### src/rtl/fetch_stage.sv
// fetch_stage: instruction-fetch stage owning the PC, one-outstanding imem requests, redirects and IF/ID output
// Ports: clk/reset (async, active-high); imem_req_valid/ready/addr request channel;
// imem_resp_valid/data response channel; redirect_valid/pc from execute; stall from IF/ID;
// f_valid/f_instr/f_pc/f_pc4 to the IF/ID register (f_instr is NOP_INSTR when f_valid=0).
module fetch_stage #(
  parameter logic [31:0] RESET_PC  = 32'h0000_0000,
  parameter logic [31:0] NOP_INSTR = 32'h0000_0013
) (
  input  logic        clk,
  input  logic        reset,
  output logic        imem_req_valid,
  input  logic        imem_req_ready,
  output logic [31:0] imem_req_addr,
  input  logic        imem_resp_valid,
  input  logic [31:0] imem_resp_data,
  input  logic        redirect_valid,
  input  logic [31:0] redirect_pc,
  input  logic        stall,
  output logic        f_valid,
  output logic [31:0] f_instr,
  output logic [31:0] f_pc,
  output logic [31:0] f_pc4
);
  typedef enum logic [1:0] {S_REQ, S_WAIT, S_DROP, S_HOLD} state_t;
  state_t state, state_n;
  logic [31:0] pc, pc_n, ibuf, ibuf_n, rpc;
  assign rpc = {redirect_pc[31:2], 2'b00};
  always_ff @(posedge clk or posedge reset)
    if (reset) begin
      state <= S_REQ;
      pc    <= RESET_PC;
      ibuf  <= NOP_INSTR;
    end else begin
      state <= state_n;
      pc    <= pc_n;
      ibuf  <= ibuf_n;
    end
  always_comb begin
    state_n = state;
    pc_n    = redirect_valid ? rpc : pc;
    ibuf_n  = ibuf;
    case (state)
      // a redirect while the request is being accepted leaves a wrong-path response to drop
      S_REQ:  state_n = imem_req_ready ? (redirect_valid ? S_DROP : S_WAIT) : S_REQ;
      S_WAIT: begin
        state_n = redirect_valid ? (imem_resp_valid ? S_REQ : S_DROP) : (imem_resp_valid ? S_HOLD : S_WAIT);
        ibuf_n  = (!redirect_valid && imem_resp_valid) ? imem_resp_data : ibuf;
      end
      S_DROP: state_n = imem_resp_valid ? S_REQ : S_DROP;
      default: begin
        state_n = (redirect_valid || !stall) ? S_REQ : S_HOLD;
        pc_n    = redirect_valid ? rpc : (stall ? pc : pc + 32'd4);
        ibuf_n  = redirect_valid ? NOP_INSTR : ibuf;
      end
    endcase
  end
  assign imem_req_valid = (state == S_REQ) && !reset;
  assign imem_req_addr  = pc;
  assign f_valid        = (state == S_HOLD) && !redirect_valid;
  assign f_instr        = f_valid ? ibuf : NOP_INSTR;
  assign f_pc           = pc;
  assign f_pc4          = pc + 32'd4;
endmodule
### config.mk
export PLATFORM = sky130hd
export DESIGN_NAME = fetch_stage
export DESIGN_NICKNAME = d
export VERILOG_FILES = /design/src/rtl/fetch_stage.sv
export SDC_FILE = /design/constraint.sdc
export NUM_CORES = 1
export LEC_CHECK = 0
export ABC_AREA = 0
export CAP_MARGIN = 10
export CORE_MARGIN = 2
export CORE_UTILIZATION = 44
export CTS_CLUSTER_DIAMETER = 80
export DETAILED_ROUTE_END_ITERATION = 16
export GPL_TIMING_DRIVEN = 0
export MAX_ROUTING_LAYER = met4
export PLACE_DENSITY = 0.86
export SYNTH_ARGS = -nofsm -noshare
export SYNTH_HDL_FRONTEND = slang
export SYNTH_SLANG_ARGS = --single-unit
### constraint.sdc
create_clock -name clk -period 4.75 [get_ports clk]
set_input_delay 0.95 -clock clk [delete_from_list [all_inputs] [get_ports clk]]
set_output_delay 0.95 -clock clk [all_outputs]
set_load 0.1 [all_outputs]
==> out/results.tsv <==
metric	value	unit
status	finished, final reports clean	
highest-delay cell along the critical path	clkdlybuf4s50_1	
worst setup path category	input port to output pin	
Startpoint Class	input port	
CTS tree	built	
synthesized area per cell	8.28	sq um
DRT Pass-1 Iters	5	
grt met2 use	0.473	
IO Port Bufs	190	
Hold Path Origin	ibuf[8]	
Cell variety after synth	46	
Ports	200	
Post-route DRC	0	
htree depth	3	
number of cells upsized or downsized after cts	0	
crit end category	output pin	
CP max stage delay	1.13	ns
Initial Utilization	0.447	
crit path time final	4.56	ns
RR Endpoint	f_pc[24]	
Max Clock Skew	0.0128	ns
maximum clock rate	219	MHz
fin crit share	0.960	
met1 layer usage reported by global route	0.325	
flop-to-flop setup slack	2.58	ns
clock slew at reported path FFs	0.08	ns
unrepaired setup endpoints after global routing	false	
largest net degree at the start of global routing	41	
FF-to-FF Start	f_pc[3]	
Yosys reg bits	64	
die height	100	um
post-route cell area	6380	sq um
CP Max Fanout	10	
Worst-Margin Slew	1.04	ns
First DRT Iteration DRCs	215	
synth top area cells	dfrtp_1 37%, nand2_1 8.3%, buf_4 6.6%	
Routability Congestion	0.949	
all-layer global routing usage	0.285	
Sink Count	64	
DR vias	4414	
Fin. Hold Viols	0	
clk_lat worst skew	0.35	ns
Final nets	773	
Synth area leader	dfrtp_1	
global-route wire length before repair	21.7	mm
Hold Crit Depth	2	
DRT antenna net count	0	
Die X	100	um
Power Dens Cells	412	nW/um^2
predominant post-synthesis flop cell	dfrtp_1	
vias in the first global route	4333	
Mapped Area	4090	sq um
worst min path class	flop to flop	
Max Slew Vio Count	0	
grt total ovfl	0	
total power	2630	uW
Routed WL	13.8	mm
initial antenna violation count	0	
Max Cap Viol	0	
Avg WL per Cell	16.9	um
met3 Usage GRT	0.0794	
Peak supply drop	0.209	mV
Worst R2R Path Depth	6	
WP data required	3.80	ns
CP cell instances	clkbuf_1, nor2_1, clkbuf_1, clkbuf_1, and2_1, clkdlybuf4s50_1	
# setup viols final	0	
Lkg Pwr	0.00266	uW
hpwl dp	10.7	mm
gr busiest metal	met2	
WHS	0.478	ns
max_slew headroom	0.307	
setup TNS	0	ns
most frequent cells after synthesis	91 x nand2_1, 61 x dfrtp_1, 48 x o21ai_0	
Post-synth EDFFs	0	
most used cell, CP	clkbuf_1	
Placement Rows	35	
asr flop ratio synth	1.00	
sequential share of the synthesized area	0.392	
Ys Warns	0	
Post-Syn Instances	494	
Placed Area	6170	sq um
core area	9150	sq um
Critical Path AT	3.61	ns
Clock Path Buffers	2	
Die ar.	10100	sq um
cell with the most instances after synthesis	nand2_1	
Clock Tree Root	clkbuf_8	
# hold bufs at CTS	0	
share of layout cells above drive strength 1	0.112	
Synth top area share	0.373	
area grow syn2layout	56.0	%
number of setup buffers added after CTS	0	
Hold EP	ibuf[8]	
drt via density	5.40	
# diodes	0	
Inserted Clock Buffers	9	
[worst max-delay path by stage]
stage | startpoint | to
floorplan | f_pc[2] | f_pc4[22]
global placement | redirect_valid | f_instr[26]
detailed placement | redirect_valid | f_instr[26]
CTS | redirect_valid | f_instr[26]
global route | redirect_valid | f_instr[30]
finish | redirect_valid | f_instr[30]
[cell type report]
| type | instances | area, sq um |
|---|---|---|
| Buffer | 64 | 382 |
| Clock buffer | 9 | 124 |
| Clock inverter | 7 | 72.6 |
| Fill cell | 716 | 2770 |
| Inverter | 10 | 37.5 |
| Multi-Input combinational cell | 361 | 2090 |
| Sequential cell | 64 | 1610 |
| Tap cell | 111 | 139 |
| Timing Repair Buffer | 191 | 1940 |
[layout by cell type, fill, tap and decap left out, types with 8 or more instances in the layout]
cell	count
nor2_1	27
and2_1	31
xor2_1	14
nand3_1	19
nor3_1	8
clkdlybuf4s50_1	184
a21oi_1	11
dfrtp_1	61
and3_1	9
nand4_1	10
xnor2_1	24
nand2_1	91
inv_1	8
clkbuf_8	9
a211oi_1	8
clkbuf_1	22
o21ai_0	48
buf_4	36
[per-stage QoR]
step / instances / setup slack (ns) / util
2_1_floorplan: 499 / 0.0669 / -
3_3_place_gp: 800 / 0.171 / 0.672
3_5_place_dp: 801 / 0.153 / 0.674
4_1_cts: 817 / 0.128 / 0.696
5_1_grt: 817 / 0.00727 / 0.697
6_report: 817 / 0.189 / 0.697
[worst max-delay path: cells and delay by family]
family / cells / cell delay (ns)
buffers and inverters: 4 / 2.15
and+or+nand+nor: 2 / 0.50
[routing by layer]
layer,vias to the layer above,share of wire
met2,250,0.49
met5,-,0
met4,0,0.026
li1,2052,-
met1,2085,0.38
met3,27,0.10
[where the power goes]
part | internal (uW) | total, uW | switching (uW)
sequential | 657 | 750 | 93.5
combinational | 358 | 1400 | 1040
clock | 242 | 476 | 234
total | 1260 | 2630 | 1370
[registers in the layout (all words and copies together) (netlist names)]
name,cells
state,2
f_pc,30
ibuf,32
[cell families (layout without fill, tap and decap cells)]
| group | count (synthesis) | after routing | synth area share |
|---|---|---|---|
| and+or+nand+nor | 225 | 225 | 0.288 |
| other | 1 | 6 | 0.000916 |
| AOI/OAI and AO/OA | 89 | 89 | 0.127 |
| adders and majority gates | 2 | 2 | 0.00611 |
| buffers and inverters | 74 | 281 | 0.102 |
| xor gates and xnor gates | 38 | 38 | 0.0813 |
| DFF | 64 | 64 | 0.392 |
| muxes | 1 | 1 | 0.00275 |
Note: power is estimated with default switching activity, not from simulation.
==> RTL change 1, RTL diff (config.mk and constraints unchanged) <==
Reset style: synchronous (`reset`), changed in one clocked block. Comments in the files are not updated.
--- a/src/rtl/fetch_stage.sv
+++ b/src/rtl/fetch_stage.sv
@@ -27,3 +27,3 @@
   assign rpc = {redirect_pc[31:2], 2'b00};
-  always_ff @(posedge clk or posedge reset)
+  always_ff @(posedge clk)
     if (reset) begin
Check against the original RTL: differs if reset is asserted again (counterexample within 4 cycles, from zero or initial values and one cycle with reset high); with reset held inactive, the same outputs for 4 cycles.
==> RTL change 1 against the unedited design <==
Wire length grew 14%; total power fell by 28%; synthesized area is 3.6% higher; final area up 4.8%; worst setup slack lost 0.071 ns; sequential cell count unchanged; critical path depth did not move.
==> RTL change 1: results (changes against the unedited design) <==
Parameter                              Value

Outcome
  Outcome ... complete, no violations

Detailed routing
  DR WL/cell ... 17.68 um (+4.4%)
  Post-detailed-route via-to-cell ratio ... 5.708 (+5.6%)
  Initial DRC count ... 281 (+31%)
  First-pass iteration count of the detailed router ... 5 (unchanged)

STA
  Transition time at the pin with the least slew margin ... 1.028 ns (-0.009218 ns)
  Final Skew ... 0.005220 ns (-0.007549 ns)

Global routing
  Global Route Usage Sum ... 30.24% (+1.8 points)
  Initial antenna violation count ... 0 (unchanged)
  Vias in the first global route ... 4784 (+10%)
  First-pass GRT wire length ... 23910 um (+10%)
  Largest net degree at the start of global routing ... 14 (-66%)

Min path
  Hold path startpoint ... ibuf[28]$_SDFFE_PP0P_
  Type of the tightest min-delay check ... reg2reg
  Hold path cells ... 2 (unchanged)

Place
  Final weighted congestion in routability-driven placement ... 1.004 (+5.7%)
  Number of buffers added on ports ... 190 (unchanged)
  Post-detailed-placement half-perimeter wirelength ... 11770 um (+10%)

Pwr
  Maximum VDD drop ... 0.1301 mV (-38%)
  Static leakage ... 3.025 nW (+14%)

Setup path
  Slowest CP cell ... clkdlybuf4s50_1
  Largest incremental delay on the critical path ... 1.02 ns (-0.11 ns)
  Number of cells traversed by the worst register-to-register path ... 6 (unchanged)
  End of the worst register-to-register path ... f_pc[22]$_SDFFE_PP0P_
  Crit path max fanout ... 10 (unchanged)
  Kind of cell with the highest combined delay on the critical path ... buffers and inverters
  Source of the critical timing path ... redirect_valid
  WP data arrival ... 3.68 ns (+0.07 ns)
  Launching point of the worst reg2reg path ... f_pc[2]$_SDFFE_PP0P_
  Worst setup endpoint ... f_instr[1]
  Reg-to-reg setup timing slack ... 2.18 ns (-0.40 ns)

Cells and area
  Antenna Cells ... 0 (unchanged)
  Layout cells sized above 1 ... 9.817% (-1.4 points)
  Number of flip-flops in the largest register ... 32 (unchanged)
  Register bank with the most flops ... ibuf
  Layout Nets ... 831 (+7.5%)

Clock tree
  Clock latency at the later pin of the worst-skew pair ... 0.35 ns (about the same)
  CTS Root Buffer Type ... clkbuf_8
  Post-CTS setup repair buffer count ... 0 (unchanged)
  Number of clock buffers inserted by TritonCTS ... 9 (unchanged)
  Number of buffers on the longest clock path ... 2 (unchanged)
  Number of H-tree branching levels ... 3 (unchanged)
  Clock Pin Slew Worst Setup and Hold Paths ... 0.08 ns (about the same)

Synthesis
  Synthesis Warnings ... 0 (unchanged)
  Leading post-synthesis cells by instance count ... dfxtp_1 (64), nand2_1 (53), a21oi_1 (44), clkbuf_1 (44), buf_4 (36)
  FFs w/ async S/R, synth ... 0% (-100 points)
  Distinct cell type count after synthesis ... 55 (+20%)
  Top area cells in the synthesized netlist ... dfxtp_1 (30%), nand4b_1 (6.6%), buf_4 (6.4%), a21oi_1 (5.2%), nand2_1 (4.7%)
  Share of the yosys chip area belonging to registers ... 30.22% (-9.0 points)
  Leading register cell type out of synthesis ... dfxtp_1
## RTL change 1: changes by cell type after synthesis, moves of 32 or more
cell / delta
dfxtp_1: +64
o21ai_0: -34
nand2_1: -38
dfrtp_1: -61
a21oi_1: +33
nand4b_1: +32
## RTL change 1: logic make-up after synthesis
| group | after synthesis | share of synthesized area, % |
|---|---|---|
| buf+inv | 92 | 11.45 |
| simple gates | 255 | 34.38 |
| mux | 2 | 0.5016 |
| other cells | 1 | 0.08844 |
| fa+ha+maj | 2 | 0.5901 |
| xor+xnor | 32 | 6.610 |
| flops | 64 | 30.22 |
| compound gates | 105 | 16.17 |
## RTL change 1: area by class of cell
cell class / instances / area (um2)
multi-input combinational: 402 / 2567
clock buffer: 9 / 123.9
timing repair buffer: 190 / 1994
fill: 758 / 2592
sequential: 64 / 1281
tap: 129 / 161.4
inverter: 5 / 18.77
buffer: 87 / 466.7
clock inverter: 7 / 77.57
## RTL change 1: worst min path at each step
stage / end / slack [ns]
global route: ibuf[24]$_SDFFE_PP0P_ / 0.47
global placement: ibuf[3]$_SDFFE_PP0P_ / 0.43
detailed placement: ibuf[28]$_SDFFE_PP0P_ / 0.44
CTS: ibuf[18]$_SDFFE_PP0P_ / 0.45
finish: ibuf[28]$_SDFFE_PP0P_ / 0.45
floorplan: ibuf[10]$_SDFFE_PP0P_ / 0.43
## RTL change 1: where the power goes
part / total (W) / internal, W / switching [W]
registers: 0.000598 / 0.000559 / 0.0000383
clock network: 0.000501 / 0.000248 / 0.000253
logic: 0.000782 / 0.000218 / 0.000564
## RTL change 1: tightest hold or removal path, cell delays in order, from the launching register on
cell	delay (ns)
dfxtp_1	0.31
nand2_1	0.05
a21oi_1	0.05
## RTL change 1: timing repair
action / 4_1_cts / 5_1_grt
endpoints found under the setup margin: 0 / 37
hold buffers: 0 / 0
endpoints found under the hold margin: 0 / 0
resized for setup: 0 / 37
## RTL change 1: through the flow
stage	instances	util, %	worst slack (ns)	cell area [um2]	hold slack (ns)
6_report	893	72.08	0.1177	6691	0.4510
5_1_grt	893	72.08	0.02132	6691	0.4690
4_1_cts	893	71.08	0.01509	6599	0.4511
3_5_place_dp	877	68.91	0.02833	6397	0.4400
3_3_place_gp	877	68.91	0.02552	6397	0.4337
2_1_floorplan	558	-	0.07991	4334	0.4273
## RTL change 1: per-layer routing
layer | track usage, % | up-vias | wire, um
met2 | 50.35 | 300 | 7713
met3 | 8.687 | 34 | 1677
met4 | 10.56 | 0 | 329
met1 | 34.85 | 2400 | 6071
met5 | - | - | 0
li1 | - | 2363 | -
==> RTL change 2, RTL diff (same flow settings) <==
Without the edit above. The parameter `NOP_INSTR` goes from 32'h0000_0013 to 32'h00000012.
--- a/src/rtl/fetch_stage.sv
+++ b/src/rtl/fetch_stage.sv
@@ -6,3 +6,3 @@
   parameter logic [31:0] RESET_PC  = 32'h0000_0000,
-  parameter logic [31:0] NOP_INSTR = 32'h0000_0013
+  parameter logic [31:0] NOP_INSTR = 32'h00000012
 ) (
Check against the original RTL: not equivalent (Yosys sat finds a counterexample within 4 cycles, from zero or initial values and one cycle with reset high).
==> RTL change 2 against the unedited design <==
Wire length up 1.2%; sequential cell count unchanged; worst setup slack better by 0.041 ns; synthesized cell count down 0.81%; final area up 0.63%; non-clock buffer count up 4; total power about the same; global-route usage about the same; synthesized area up 1.1%; sequential power down 0.8%; core utilization up 0.10 points; critical path type is now reg2out.
==> RTL change 2: results (changes against the unedited design) <==
Parameter                              Value

Outcome
  Outcome ... complete, no violations

Min path
  Type of the tightest min-delay check ... reg2reg
  Hold path startpoint ... ibuf[4]$_DFFE_PP1P_

Synthesis
  Leading post-synthesis cells by instance count ... nand2_1 (95), dfrtp_1 (62), o21ai_0 (47), buf_4 (37), and2_1 (31)
  Share of the yosys chip area belonging to registers ... 38.78% (-0.45 points)
  Mapped Cells ... 490 (-0.81%)
  FFs w/ async S/R, synth ... 100.0% (unchanged)
  Leading register cell type out of synthesis ... dfrtp_1
  Distinct cell type count after synthesis ... 49 (+6.5%)
  Synthesis Warnings ... 0 (unchanged)
  Top area cells in the synthesized netlist ... dfrtp_1 (38%), nand2_1 (8.6%), buf_4 (6.7%), o21ai_0 (5.7%), xnor2_1 (4.9%)

Global routing
  First-pass GRT wire length ... 21780 um (+0.48%)
  Global Route Usage Sum ... 28.45% (about the same)
  Initial antenna violation count ... 0 (unchanged)
  Vias in the first global route ... 4347 (+0.32%)

Pwr
  Maximum VDD drop ... 0.1919 mV (-8.1%)
  Static leakage ... 2.644 nW (-0.50%)

Detailed routing
  Total met2 wirelength after detailed routing ... 6928 um (+1.9%)
  Final wirelength ... 14010 um (+1.2%)
  Metal1 wirelength ... 5293 um (+0.76%)
  Vias ... 4416 (+0.045%)
  Total length of routed met3 wires ... 1488 um (+4.5%)
  DR WL/cell ... 17.22 um (+1.6%)
  Uppermost layer routed ... met4
  Initial DRC count ... 247 (+15%)
  First-pass iteration count of the detailed router ... 5 (unchanged)

Place
  Final weighted congestion in routability-driven placement ... 0.9287 (-2.2%)
  Pre-CTS setup slack ... 0.2170 ns (+0.06413 ns)
  Number of cells after detailed placement ... 797 (-0.50%)
  Post-detailed-placement half-perimeter wirelength ... 10740 um (+0.68%)

Setup path
  Reg-to-reg setup timing slack ... 2.38 ns (-0.20 ns)
  Crit path max fanout ... 10 (unchanged)
  WP data arrival ... 3.57 ns (-0.04 ns)
  Launching point of the worst reg2reg path ... f_pc[2]$_DFFE_PP0P_
  Source of the critical timing path ... state[1]$_DFF_PP0_

Cells and area
  Number of fillers in the final layout ... 729 (+1.8%)
  Layout Nets ... 770 (-0.39%)
  Register bank with the most flops ... ibuf
  Number of flip-flops in the largest register ... 32 (unchanged)
  Layout cells sized above 1 ... 11.95% (+0.76 points)

STA
  Final Skew ... 0.007601 ns (-0.005168 ns)
  Smallest setup slack after layout ... 0.2295 ns (+0.04096 ns)
  Transition time at the pin with the least slew margin ... 1.023 ns (-0.01403 ns)

Clock tree
  Clock Pin Slew Worst Setup and Hold Paths ... 0.08 ns (about the same)
  CTS Root Buffer Type ... clkbuf_8
  Number of H-tree branching levels ... 3 (unchanged)
## RTL change 2: final cells by class
| type | instances | area share, % |
|---|---|---|
| Sequential cell | 64 | 24.97 |
| Multi-Input combinational cell | 358 | 32.20 |
| Timing Repair Buffer | 192 | 30.11 |
| Buffer | 67 | 7.168 |
| Clock inverter | 7 | 1.110 |
| Clock buffer | 9 | 1.928 |
| Inverter | 6 | 0.3506 |
| Tap cell | 111 | 2.162 |
## RTL change 2: stage by stage
step | utilization [%] | area, um2 | hold slack (ns)
after CTS | 69.71 | 6411 | 0.4557
after detailed placement | 67.59 | 6216 | 0.4448
after global placement | 67.37 | 6196 | 0.4415
after floorplan | - | 4155 | 0.4320
after global routing | 69.85 | 6424 | 0.4821
final | 69.85 | 6424 | 0.4533
## RTL change 2: where the power goes
| group | internal (W) | leakage, nW | switching (W) |
|---|---|---|---|
| registers | 0.000650 | 0.809 | 0.0000935 |
| clock network | 0.000242 | 0.0916 | 0.000234 |
| logic | 0.000369 | 1.74 | 0.00104 |
## RTL change 2: worst max-delay path, stage by stage (launching register included)
cell	delay (ns)
dfrtp_1	0.40
buf_2	0.22
nand2_1	0.15
nor2_1	0.44
clkbuf_8	0.27
clkbuf_1	0.38
and2_1	0.19
clkdlybuf4s50_1	1.15
## RTL change 2: logic make-up after synthesis
kind of cell | share of synthesized area, %
buffers and inverters | 11.68
XOR/XNOR | 8.046
AND/OR/NAND/NOR | 28.10
multiplexers | 0.2722
adder cells (fa/ha/maj) | 0.6049
AO/OA/AOI/OAI | 12.43
flip-flops | 38.78
other | 0.09066
## RTL change 2: path summary, 6_finish.rpt
kind,cells after the start,to
min reg2reg,2,ibuf[4]$_DFFE_PP1P_
max in group asynchronous,3,ibuf[1]$_DFFE_PP1P_
max,7,f_instr[27]
max reg2reg,6,f_pc[20]$_DFFE_PP0P_
min in group asynchronous,2,ibuf[17]$_DFFE_PP0P_
min,2,ibuf[4]$_DFFE_PP1P_
## RTL change 2: repair_timing
action | in CTS | in global routing
endpoints found under the setup margin | 0 | 2
setup buffers | 0 | 0
resized for setup | 0 | 2
## RTL change 2: metal layers
layer  vias to the layer above  GRT usage [%]
li1                       2057              -
met1                      2066          32.84
met2                       261          48.36
met3                        32          6.865
met4                         0          10.08
met5                         -              -
